[src/rtl/fetch_stage.sv]
// fetch_stage: MIPS IF stage. Owns the PC and the IF/ID register and drives a
// single-outstanding-request instruction-memory port.
// Optional feature macro: FETCH_PERF_CNT_EN adds stall/flush performance counters.
module fetch_stage #(
    parameter logic [31:0] RESET_PC  = 32'h0000_0000,
    parameter logic [31:0] NOP_INSTR = 32'h0000_0000
) (
    input  logic        clk,
    input  logic        rst_n,
    input  logic        PCWrite,
    input  logic        IF_ID_Write,
    input  logic        redirect_valid,
    input  logic [31:0] redirect_pc,
    output logic        imem_req,
    output logic [31:0] imem_addr,
    input  logic        imem_rvalid,
    input  logic [31:0] imem_rdata,
    output logic [31:0] IF_ID_PC4,
    output logic [31:0] IF_ID_Instr,
    output logic        IF_ID_Valid
`ifdef FETCH_PERF_CNT_EN
    ,
    output logic [31:0] fetch_stall_cnt,
    output logic [31:0] fetch_flush_cnt
`endif
);

    localparam int unsigned XLEN = 32;

    typedef enum logic [1:0] {
        S_FETCH = 2'd0,
        S_WAIT  = 2'd1,
        S_HOLD  = 2'd2,
        S_DROP  = 2'd3
    } state_t;

    state_t          r_state;
    state_t          w_state_nxt;
    logic [XLEN-1:0] r_pc;
    logic [XLEN-1:0] r_hold_buf;
    logic [XLEN-1:0] w_pc4;
    logic [XLEN-1:0] w_deliver_instr;
    logic            w_accept;
    logic            w_deliver;
    logic            w_capture;

    assign w_accept  = PCWrite & IF_ID_Write;
    assign w_pc4     = r_pc + XLEN'(4);
    assign imem_addr = r_pc;
    // A request goes out whenever we sit in FETCH and are not being redirected
    assign imem_req  = (r_state == S_FETCH) & ~redirect_valid;

    // State register
    always_ff @(posedge clk or negedge rst_n) begin
        if (!rst_n) begin
            r_state <= S_FETCH;
        end else begin
            r_state <= w_state_nxt;
        end
    end

    // Next-state and delivery decisions; redirect overrides everything
    always_comb begin
        w_state_nxt     = r_state;
        w_deliver       = 1'b0;
        w_capture       = 1'b0;
        w_deliver_instr = r_hold_buf;
        case (r_state)
            S_FETCH: begin
                if (imem_req) begin
                    w_state_nxt = S_WAIT;
                end
            end
            S_WAIT: begin
                if (imem_rvalid) begin
                    if (w_accept) begin
                        w_deliver       = 1'b1;
                        w_deliver_instr = imem_rdata;
                        w_state_nxt     = S_FETCH;
                    end else begin
                        w_capture   = 1'b1;
                        w_state_nxt = S_HOLD;
                    end
                end
            end
            S_HOLD: begin
                if (w_accept) begin
                    w_deliver   = 1'b1;
                    w_state_nxt = S_FETCH;
                end
            end
            S_DROP: begin
                if (imem_rvalid) begin
                    w_state_nxt = S_FETCH;
                end
            end
            default: begin
                w_state_nxt = S_FETCH;
            end
        endcase
        if (redirect_valid) begin
            w_deliver = 1'b0;
            w_capture = 1'b0;
            // An outstanding request must still be drained unless it lands now
            if ((r_state == S_WAIT) || (r_state == S_DROP)) begin
                w_state_nxt = imem_rvalid ? S_FETCH : S_DROP;
            end else begin
                w_state_nxt = S_FETCH;
            end
        end
    end

    // PC, IF/ID register and hold buffer
    always_ff @(posedge clk or negedge rst_n) begin
        if (!rst_n) begin
            r_pc        <= RESET_PC;
            r_hold_buf  <= '0;
            IF_ID_PC4   <= '0;
            IF_ID_Instr <= NOP_INSTR;
            IF_ID_Valid <= 1'b0;
        end else begin
            if (w_capture) begin
                r_hold_buf <= imem_rdata;
            end
            if (redirect_valid) begin
                r_pc        <= redirect_pc;
                IF_ID_PC4   <= '0;
                IF_ID_Instr <= NOP_INSTR;
                IF_ID_Valid <= 1'b0;
            end else if (w_deliver) begin
                r_pc        <= w_pc4;
                IF_ID_PC4   <= w_pc4;
                IF_ID_Instr <= w_deliver_instr;
                IF_ID_Valid <= 1'b1;
            end else if (IF_ID_Write) begin
                IF_ID_PC4   <= '0;
                IF_ID_Instr <= NOP_INSTR;
                IF_ID_Valid <= 1'b0;
            end
        end
    end

`ifdef FETCH_PERF_CNT_EN
    logic [XLEN-1:0] r_stall_cnt;
    logic [XLEN-1:0] r_flush_cnt;

    // Stall and flush cycle counters, free-running with wrap
    always_ff @(posedge clk or negedge rst_n) begin
        if (!rst_n) begin
            r_stall_cnt <= '0;
            r_flush_cnt <= '0;
        end else begin
            if (!w_accept) begin
                r_stall_cnt <= r_stall_cnt + XLEN'(1);
            end
            if (redirect_valid) begin
                r_flush_cnt <= r_flush_cnt + XLEN'(1);
            end
        end
    end

    assign fetch_stall_cnt = r_stall_cnt;
    assign fetch_flush_cnt = r_flush_cnt;
`endif

endmodule

[config.mk]
export PLATFORM = sky130hd
export DESIGN_NAME = fetch_stage
export DESIGN_NICKNAME = d
export VERILOG_FILES = /design/src/rtl/fetch_stage.sv
export SDC_FILE = /design/constraint.sdc
export NUM_CORES = 1
export LEC_CHECK = 0
export CELL_PAD_IN_SITES_DETAIL_PLACEMENT = 1
export CELL_PAD_IN_SITES_GLOBAL_PLACEMENT = 2
export CORE_ASPECT_RATIO = 0.8
export CORE_MARGIN = 2
export CORE_UTILIZATION = 25
export CTS_CLUSTER_SIZE = 24
export DETAILED_ROUTE_END_ITERATION = 12
export GPL_ROUTABILITY_DRIVEN = 0
export PLACE_DENSITY = 0.73
export RECOVER_POWER = 50
export SETUP_SLACK_MARGIN = 0.1
export SLEW_MARGIN = 20
export SYNTH_ARGS = -nofsm -noshare
export SYNTH_HDL_FRONTEND = slang
export SYNTH_SLANG_ARGS = --single-unit
[constraint.sdc]
create_clock -name clk -period 2.9 [get_ports clk]
set_input_delay 0.725 -clock clk [delete_from_list [all_inputs] [get_ports clk]]
set_output_delay 0.725 -clock clk [all_outputs]
set_load 0.05 [all_outputs]
## Word-level counts from Yosys, hierarchy flattened

Cells that the tools add are included.

| storage, ports and cells | value |
|---|---|
| output and inout port bits | 98 |
| input bits | 70 |
| bits in registers | 131 |

| operators by class | value |
|---|---|
| mux-type cells | 30 |
| add/sub/neg operators | 1 |
| bitwise operators | 3 |
| equality and inequality tests | 7 |
| reduce and logical (&&, ||, !) cells | 5 |

Operators with widths:

| operator | count |
|---|---|
| $mux W32 | 10 |
| $add A32 B3 Y32 const B | 1 |
| $mux W2 | 8 |
| $ne A3 B3 Y1 const B | 4 |
| $mux W1 | 10 |
| $pmux W2 S4 | 1 |
| $eq A2 B2 Y1 const B | 2 |
| $reduce_and A4 Y1 | 1 |
| $reduce_bool A3 Y1 | 1 |
| $and A1 B1 Y1 | 2 |
| $eq A2 B1 Y1 const B | 1 |
| $logic_not A2 Y1 | 1 |
| $pmux W1 S2 | 1 |
| $reduce_bool A2 Y1 | 1 |
| $logic_or A1 B1 Y1 | 1 |
| $not A1 Y1 | 1 |

## Longest topological paths before layout

Gate-level depths: netlist (run 1).

| logic depth | value |
|---|---|
| depth in word-level cells | 7 |
| depth in mapped cells | 8 |
| mapped depth without buffers | 6 |

## Worst setup path before layout (run 1)

Ideal clock, no wire load.

| path | value |
|---|---|
| kind | input-to-output |
| start point | input redirect_valid |
| end point | output imem_req |
| required time | 2.175 ns |
| stages on the path | 3 |
| arrival time | 1.816 ns |
| path slack | 0.359 ns |
| path buffers | 2 |
| path through | clkbuf_1 -> clkbuf_1 -> nor2b_1 |

| on the way | value |
|---|---|
| word-level cells in the longest chain between the ends | 2 |

Ends and longest elaborated chain:

| item | line | text |
|---|---|---|
| from (decl) | 12 | `input logic redirect_valid,` |
| $not A1 Y1 | 51 | `assign imem_req = (r_state == S_FETCH) & ~redirect_valid;` |
| $and A1 B1 Y1 | 51 |  |
| to (decl) | 14 | `output logic imem_req,` |

No other way between the ends.

## Worst setup path after layout (run 1)

| path | value |
|---|---|
| start point | input IF_ID_Write |
| end point | register IF_ID_PC4[28] |

| on the way | value |
|---|---|
| word-level cells in the longest chain between the ends | 7 |
| elaborated cells between the ends (all ways) | 8 |
| those cells by class | 6 x mux; 1 x bitwise; 1 x reduce/logical |

Ends and longest elaborated chain:

| item | line | text |
|---|---|---|
| from (decl) | 11 | `input logic IF_ID_Write,` |
| $and A1 B1 Y1 | 47 | `assign w_accept = PCWrite & IF_ID_Write;` |
| $mux W1 | 76, 87 |  |
| $mux W1 | 75 | `if (imem_rvalid) begin` |
| $pmux W1 S2 | 68 | `case (r_state)` |
| $mux W1 | 101 | `if (redirect_valid) begin` |
| $mux W32 | 130 | `end else if (w_deliver) begin` |
| $mux W32 | 125 | `if (redirect_valid) begin` |
| to (signal assigned) | 132 | `IF_ID_PC4 <= w_pc4;` |
| to (decl) | 18 | `output logic [31:0] IF_ID_PC4,` |

Several ways; a longest one is shown, not always the timed one.
A chain may end at the register's enable or synchronous reset.

==> summary.md, run 1 <==
| Metric | Value |
|---|---|
| Critical path cell sequence | `dlygate4sd3_1 > clkbuf_1 > nand3_1 > nor3_2 > buf_12 > a32oi_1 > nand3_1` |
| Die Y-Extent | `148 µm` |
| Setup repair after global routing missed its margin | `false` |
| Count of input and output buffers | `167` |
| Most frequent cells after synthesis | `sky130_fd_sc_hd__dfrtp_1 (131), sky130_fd_sc_hd__nand2_1 (82), sky130_fd_sc_hd__o21ai_0 (60)` |
| Share of post-route cells with drive strength above 1 | `0.125` |
| Post-layout net count | `878` |
| Leakage power figure | `3.84 nW` |
| Critical Path Start | `IF_ID_Write` |
| Max Fanout on Critical Path | `17` |
| Type of destination of the critical path | `flop` |
| Fmax | `0.379 GHz` |
| ANT cells | `0` |
| Worst setup slack after layout | `0.262 ns` |
| Initial antenna violation count | `2` |
| Number of cell rows | `52` |
| Dominant synthesized flop cell | `sky130_fd_sc_hd__dfrtp_1` |
| Crit path required time | `3.26 ns` |
| Reg-to-reg setup timing slack | `0.50 ns` |
| Number of sinks on the clock net | `131` |
| TritonCTS Buffers | `17` |
| Overall power after layout | `6.26 mW` |
| Power share of the combinational group | `0.246` |
| Net count after synthesis | `715` |
| Number of synthesized register bits | `131` |
| CTS root buf | `sky130_fd_sc_hd__clkbuf_16` |
| Total placed instance area | `8630 µm²` |
| Slowest library cell on the worst path | `sky130_fd_sc_hd__nor3_2` |
| Die area | `27300 µm²` |
| Clock latency of the later-clocked register in the worst-skew pair | `0.43 ns` |
| Transition at the pin with the smallest max-transition slack | `1.94 ns` |
| Summed area of non-filler cells in the final layout | `9200 µm²` |
| Initial drt markers | `289` |
| Worst hold slack | `0.477 ns` |
| Ports placed on the boundary | `168` |
| Endpoint of the worst register-to-register path | `imem_addr[19]$_DFFE_PN0P_` |
| Routed wire per std cell | `19.3 µm` |
| CTS tree | `done` |
| Bufs and invs on worst path | `3` |
| Setup skew after layout | `0.0143 ns` |
| Critical path capture point | `IF_ID_PC4[28]$_DFFE_PN0P_` |
| Width of the die | `184 µm` |
| Vias | `5702` |
| Final TNS setup | `0 ns` |
| Cell type with the highest occurrence count on the critical path | `sky130_fd_sc_hd__nand3_1` |
| Seq pwr share | `0.382` |
| Nature of the critical path startpoint | `input pin` |
| Endpoint arrival time on the critical path | `3.00 ns` |
| Number of setup violations in the final report | `0` |
| Post-route ant nets | `0` |
| Clock slew seen by the registers of the worst setup and hold paths | `0.07 ns` |
| Count of cell instances traversed by the critical path | `7` |
| Core Footprint | `25400 µm²` |
| Most common cell in the synthesized netlist | `sky130_fd_sc_hd__dfrtp_1` |
| Leading post-synthesis cells by cell area | `sky130_fd_sc_hd__dfrtp_1 (51%), sky130_fd_sc_hd__mux2_2 (5.9%), sky130_fd_sc_hd__mux2i_1 (5.1%), sky130_fd_sc_hd__nand2_1 (4.7%), sky130_fd_sc_hd__o21ai_0 (4.6%)` |
| Warning count from the yosys run | `0` |
| Cell-internal power | `4.29 mW` |
| Switching power summed over all nets | `1.97 mW` |
| Number of global-route vias before repair | `6061` |
| Critical Path Max Stage Delay | `0.82 ns` |
| Max-cap violations | `1` |
| Count of flip-flops with a built-in enable after synthesis | `0` |
| Number of resized instances in the post-cts repair step | `0` |
| Clock network fraction of design power | `0.372` |
| Fraction of synthesized cell area taken by the top area cell type | `0.505` |
| Number of instances in the synthesized netlist | `640` |
| Post-detailed-route via-to-cell ratio | `5.00` |
| Power density cells | `680 nW/µm²` |
| Reg2Reg Depth | `7` |
| Crit share post-route | `0.910` |
| Outcome | `finished with violations` |
| Count of hold-fix buffers inserted at cts | `0` |
| Dominant delay contributor by cell family on the critical path | `simple AND/OR/NAND/NOR gates` |
| Final Critical Period | `2.64 ns` |
| Total global routing track utilization | `0.165` |
| Type of the tightest min-delay check | `reg2reg` |
| Final wirelength | `22.0 mm` |
| Number of H-tree levels | `4` |
| Detail Placement HPWL | `15.6 mm` |
| Cell type with the largest total area after synthesis | `sky130_fd_sc_hd__dfrtp_1` |
| Overflow left after global routing | `0` |
| Switching power share of the total | `0.314` |
| Sequential share of the synthesized area | `0.505` |
| Worst setup timing slack at the placement stage | `-0.0116 ns` |
| Largest buffer count on any clock path | `2` |
| Largest net degree at the start of global routing | `71` |
| Fraction of registers with async set or reset after synthesis | `1.00` |
| Starting density of the core | `0.256` |
| Syn Area/Cell | `10.1 µm²` |
| Setup fix buffers added after clock tree synthesis | `0` |
| Start of the worst register-to-register path | `r_state[1]$_DFFE_PN0P_` |
| Area growth from synthesis to final layout | `41.8%` |
| First-pass GRT wire length | `34.7 mm` |
| Final Max Slew Viols | `70` |
| Post-synthesis instance area | `6490 µm²` |
| Final Hold Vio Count | `0` |
| Violations in the final reports | `capacitance limit, slew limit` |
| Number of DRC violations after detailed routing | `0` |
| Maximum VDD drop | `0.373 mV` |
| Critical path class | `in2reg` |
| Rel. slew slack | `-0.293` |
| Number of search-and-repair iterations in the first detailed-routing pass | `4` |
| Distinct cell type count of the synthesized netlist | `48` |
## flip-flops by register name, summed over array words and instances (netlist names)
register     count
imem_addr       32
IF_ID_Instr     32
IF_ID_Valid      1
r_hold_buf      32
r_state          2
IF_ID_PC4       32
## metrics by stage
stage          utilization  std cells
2_1_floorplan            -        640
3_3_place_gp         0.340       1108
3_5_place_dp         0.340       1108
4_1_cts              0.365       1140
5_1_grt              0.363       1140
6_report             0.363       1140
## power groups by stage
stage               registers [mW]  logic, mW  clock network [mW]
floorplan                     2.62      0.740                   0
global placement              2.40       1.54                   0
detailed placement            2.42       1.56                   0
CTS                           2.39       1.57                2.39
global route                  2.43       1.67                2.47
finish                        2.39       1.54                2.33
## layout by cell type (no fill, tap or decap), types with 3 or more instances in the layout
cell type / n
sky130_fd_sc_hd__clkdlybuf4s50_1: 162
sky130_fd_sc_hd__dfrtp_1: 131
sky130_fd_sc_hd__nand2_1: 82
sky130_fd_sc_hd__o21ai_0: 60
sky130_fd_sc_hd__mux2_2: 34
sky130_fd_sc_hd__mux2i_1: 33
sky130_fd_sc_hd__nor2_1: 31
sky130_fd_sc_hd__nand3_1: 29
sky130_fd_sc_hd__or4_1: 27
sky130_fd_sc_hd__nand4_1: 24
sky130_fd_sc_hd__o211ai_1: 17
sky130_fd_sc_hd__clkbuf_16: 17
sky130_fd_sc_hd__buf_4: 17
sky130_fd_sc_hd__a31oi_1: 16
sky130_fd_sc_hd__o31ai_1: 13
sky130_fd_sc_hd__xnor2_1: 11
sky130_fd_sc_hd__nor3_1: 8
sky130_fd_sc_hd__xor2_1: 8
sky130_fd_sc_hd__a32oi_1: 7
sky130_fd_sc_hd__or3_1: 6
sky130_fd_sc_hd__nor2b_1: 5
sky130_fd_sc_hd__a21oi_1: 5
sky130_fd_sc_hd__ha_1: 5
sky130_fd_sc_hd__clkbuf_1: 5
sky130_fd_sc_hd__inv_1: 4
sky130_fd_sc_hd__nor4_1: 4
sky130_fd_sc_hd__bufinv_16: 4
sky130_fd_sc_hd__clkinvlp_4: 4
sky130_fd_sc_hd__clkbuf_2: 4
sky130_fd_sc_hd__buf_12: 4
sky130_fd_sc_hd__and3_1: 3
sky130_fd_sc_hd__and4_1: 3
sky130_fd_sc_hd__clkinv_2: 3
sky130_fd_sc_hd__dlygate4sd3_1: 3
## routing by layer
metal  wire, µm  up-vias  track usage
met5          0        -            0
met4        210        0       0.0404
met3       1220       15       0.0419
met2       9900      135        0.257
met1      10700     2855        0.231
li1           -     2697            -
## worst min-delay path: stages (launching register included)
cell and delay, ns:
sky130_fd_sc_hd__dfrtp_1 0.34, sky130_fd_sc_hd__nand2_1 0.05, sky130_fd_sc_hd__nand3_1 0.05
## worst min-delay path by stage
stage	from	cells after the start	end
finish	IF_ID_PC4[17]$_DFFE_PN0P_	2	IF_ID_PC4[17]$_DFFE_PN0P_
global route	IF_ID_Instr[29]$_DFFE_PN0P_	2	IF_ID_Instr[29]$_DFFE_PN0P_
global placement	IF_ID_Instr[17]$_DFFE_PN0P_	2	IF_ID_Instr[17]$_DFFE_PN0P_
detailed placement	IF_ID_Valid$_DFFE_PN0P_	2	IF_ID_Valid$_DFFE_PN0P_
floorplan	rst_n	0	IF_ID_Instr[0]$_DFFE_PN0P_
CTS	rst_n	1	IF_ID_PC4[29]$_DFFE_PN0P_
## final cells by class
cell class,count,area [µm²]
Clock buffer,19,443
Clock inverter,13,183
Fill cell,2799,16200
Inverter,4,15.0
Multi-Input combinational cell,454,2970
Sequential cell,131,3280
Tap cell,324,405
Timing Repair Buffer,195,1900
## cells by family after synthesis
group           after synthesis  synth area share
compound gates              128             0.124
xor+xnor                     19            0.0256
fa+ha+maj                     5           0.00964
buf+inv                      55            0.0393
flops                       131             0.505
mux                          67             0.110
simple gates                235             0.186
Power figures use the tool's default switching activity.
==> run 2, diff against run 1 <==
--- a/config.mk
+++ b/config.mk
@@ -12,8 +12,9 @@
 export CORE_UTILIZATION = 25
 export CTS_CLUSTER_SIZE = 24
 export DETAILED_ROUTE_END_ITERATION = 12
+export DONT_BUFFER_PORTS = 1
 export GPL_ROUTABILITY_DRIVEN = 0
-export PLACE_DENSITY = 0.73
+export PLACE_DENSITY = 0.6
 export RECOVER_POWER = 50
 export SETUP_SLACK_MARGIN = 0.1
 export SLEW_MARGIN = 20
==> run 2 against run 1 <==
Effect of this change:
- the run ends with hold timing left
- combinational power down 25%
- fmax rose by 2.8%
- flip-flop and latch count unchanged
- die area stayed put
- power decreased by 7.5%
- critical path depth shrank 2
- worst setup slack better by 0.071 ns
- register-to-register slack lost 0.17 ns
- first-iteration DRC count up 13%
- cell area shrank 18%
- critical path type is now reg2reg
- largest cell class unchanged
- largest power group unchanged
- highest routed layer unchanged
==> summary.md, run 2 (synthesized netlist as in run 1, its figures left out) <==
| Metric | Value |
|---|---|
| Summed area of non-filler cells in the final layout | `7560 µm² (-18%)` |
| Detail Placement HPWL | `15.6 mm (-0.34%)` |
| First-pass GRT wire length | `34.2 mm (-1.3%)` |
| Post-route ant nets | `0 (unchanged)` |
| Commonest non-fill, non-tap cell in the layout | `sky130_fd_sc_hd__dfrtp_1` |
| ANT cells | `0 (unchanged)` |
| Ports placed on the boundary | `168 (unchanged)` |
| Slowest library cell on the worst path | `sky130_fd_sc_hd__clkbuf_1` |
| Rel. slew slack | `0.391 (+0.683)` |
| Number of search-and-repair iterations in the first detailed-routing pass | `5 (+1)` |
| Final wirelength | `22.0 mm (about the same)` |
| Worst hold slack | `-0.00290 ns (-0.480 ns)` |
| Number of sinks on the clock net | `131 (unchanged)` |
| Number of placed instances, taps included | `958 (-14%)` |
| Die area | `27300 µm² (unchanged)` |
| Crit path required time | `3.24 ns (-0.02 ns)` |
| Type of the tightest min-delay check | `in2async` |
| Nature of the critical path startpoint | `flop` |
| Final Hold Vio Count | `3 (+3)` |
| Total placed instance area | `7010 µm² (-19%)` |
| Total global routing track utilization | `0.166 (+0.000168)` |
| Maximum VDD drop | `0.374 mV (+0.42%)` |
| Post-route insts no fill | `989 (-13%)` |
| Vias | `5193 (-8.9%)` |
| Leakage power figure | `3.25 nW (-15%)` |
| Core Footprint | `25400 µm² (unchanged)` |
| Number of global-route vias before repair | `5635 (-7.0%)` |
| Transition at the pin with the smallest max-transition slack | `0.914 ns (-1.03 ns)` |
| Initial antenna violation count | `0 (-2)` |
| Number of setup violations in the final report | `0 (unchanged)` |
| Share of post-route cells with drive strength above 1 | `0.170 (+0.0449)` |
| Violations in the final reports | `hold timing` |
| Width of the die | `184 µm (unchanged)` |
| Initial drt markers | `328 (+13%)` |
| Final Max Slew Viols | `0 (-100%)` |
| TritonCTS Buffers | `17 (unchanged)` |
| Type of destination of the critical path | `flop` |
| Die Y-Extent | `148 µm (unchanged)` |
| Final Critical Period | `2.57 ns (-0.0707 ns)` |
| Starting density of the core | `0.256 (unchanged)` |
| CTS root buf | `sky130_fd_sc_hd__clkbuf_16` |
| Setup repair after global routing missed its margin | `false` |
| Area growth from synthesis to final layout | `16.5%` |
| Commonest cells after routing, fill and taps aside | `sky130_fd_sc_hd__dfrtp_1 (131), sky130_fd_sc_hd__nand2_1 (82), sky130_fd_sc_hd__o21ai_0 (60)` |
| Endpoint arrival time on the critical path | `2.91 ns (-0.09 ns)` |
| Max Fanout on Critical Path | `8 (-9)` |
| Largest buffer count on any clock path | `2 (unchanged)` |
| Critical path class | `reg2reg` |
| Overflow left after global routing | `0 (unchanged)` |
| Critical path cell sequence | `clkbuf_1 > nand2_1 > or3_1 > or4_1 > a31oi_1` |
| Power density cells | `766 nW/µm² (+13%)` |
| Max-cap violations | `0 (-1)` |
| Outcome | `finished with violations` |
| Setup skew after layout | `0.0138 ns (-0.000566 ns)` |
| Crit share post-route | `0.885 (-0.0244)` |
| Largest net degree at the start of global routing | `132 (+86%)` |
| Number of DRC violations after detailed routing | `0 (unchanged)` |
| Number of H-tree levels | `4 (unchanged)` |
| Fill cell total of the finished layout | `2854 (+2.0%)` |
| Setup fix buffers added after clock tree synthesis | `0 (unchanged)` |
| Post-detailed-route via-to-cell ratio | `5.25 (+5.0%)` |
| Critical Path Max Stage Delay | `0.69 ns (-0.13 ns)` |
| Post-layout net count | `728 (-17%)` |
| Clock slew seen by the registers of the worst setup and hold paths | `0.07 ns (about the same)` |
| Clock latency of the later-clocked register in the worst-skew pair | `0.43 ns (about the same)` |
| Count of input and output buffers | `0 (-100%)` |
| Number of cell rows | `52 (unchanged)` |
| Fmax | `0.390 GHz (+2.8%)` |
| Routed wire per std cell | `22.3 µm (+15%)` |
| CTS tree | `done` |
| Final TNS setup | `0 ns (unchanged)` |
## run 2: changes by cell type in the layout (fill, tap and decap cells not counted), sizes merged
| cell | change |
|---|---|
| bufinv | -2 |
| clkdlybuf4s50 | -162 |
| clkinv | +2 |
| dlygate4sd3 | -3 |
| inv | -1 |
| buf | +17 |
| clkbuf | -3 |
| clkinvlp | +1 |
## run 2: power breakdown
part	internal, mW	switching [mW]	leakage [nW]
clock network	1.26	0.874	0.264
logic	0.486	0.663	1.30
registers	2.14	0.368	1.69
## run 2: path summary, 6_finish.rpt
check,slack (ns),start,to,cells after the start
worst max register to register,0.33,imem_addr[23]$_DFFE_PN0P_,imem_addr[31]$_DFFE_PN0P_,5
worst max-delay path,0.33,imem_addr[23]$_DFFE_PN0P_,imem_addr[31]$_DFFE_PN0P_,5
min in group clk,0.36,redirect_valid,IF_ID_PC4[0]$_DFFE_PN0P_,1
worst min-delay path,-0.003,rst_n,IF_ID_PC4[25]$_DFFE_PN0P_,0
max in group asynchronous,2.49,rst_n,imem_addr[2]$_DFFE_PN0P_,0
worst min register to register,0.51,r_hold_buf[22]$_DFFE_PN0P_,r_hold_buf[22]$_DFFE_PN0P_,1
## run 2: critical path: cells and delay by family (launching register included)
family / cells / cell delay (ns)
AO/OA/AOI/OAI: 1 / 0.21
buffers and inverters: 1 / 0.69
flip-flops: 1 / 0.36
AND/OR/NAND/NOR: 3 / 1.21
## run 2: repair_timing
| action | in CTS | in global routing |
|---|---|---|
| hold endpoints to repair | 131 | 131 |
| endpoints found under the setup margin | 0 | 0 |
| resized for setup | 0 | 0 |
## run 2: routing by layer
layer | vias to the layer above | part of all wire | global-route usage
li1 | 2383 | - | -
met1 | 2695 | 0.47 | 0.222
met2 | 104 | 0.47 | 0.262
met3 | 11 | 0.059 | 0.0465
met4 | 0 | 0.0083 | 0.0464
met5 | - | 0 | 0
## run 2: cell type report
cell class	count	area [µm²]	area share
sequential	131	3280	0.434
timing repair buffer	45	312	0.0412
clock inverter	13	139	0.0184
clock buffer	18	429	0.0568
multi-input combinational	454	2980	0.394
tap	324	405	0.0536
inverter	4	15.0	0.00199
## run 2: stage by stage
stage / total power [mW] / util / hold slack, ns / setup slack [ns]
floorplan: 3.35 / - / 0.429 / 0.359
global placement: 3.64 / 0.276 / 0.433 / 0.628
detailed placement: 3.72 / 0.276 / 0.432 / 0.507
CTS: 5.89 / 0.299 / -0.0375 / 0.488
global route: 6.09 / 0.298 / -0.0424 / 0.235
finish: 5.79 / 0.298 / -0.00290 / 0.333
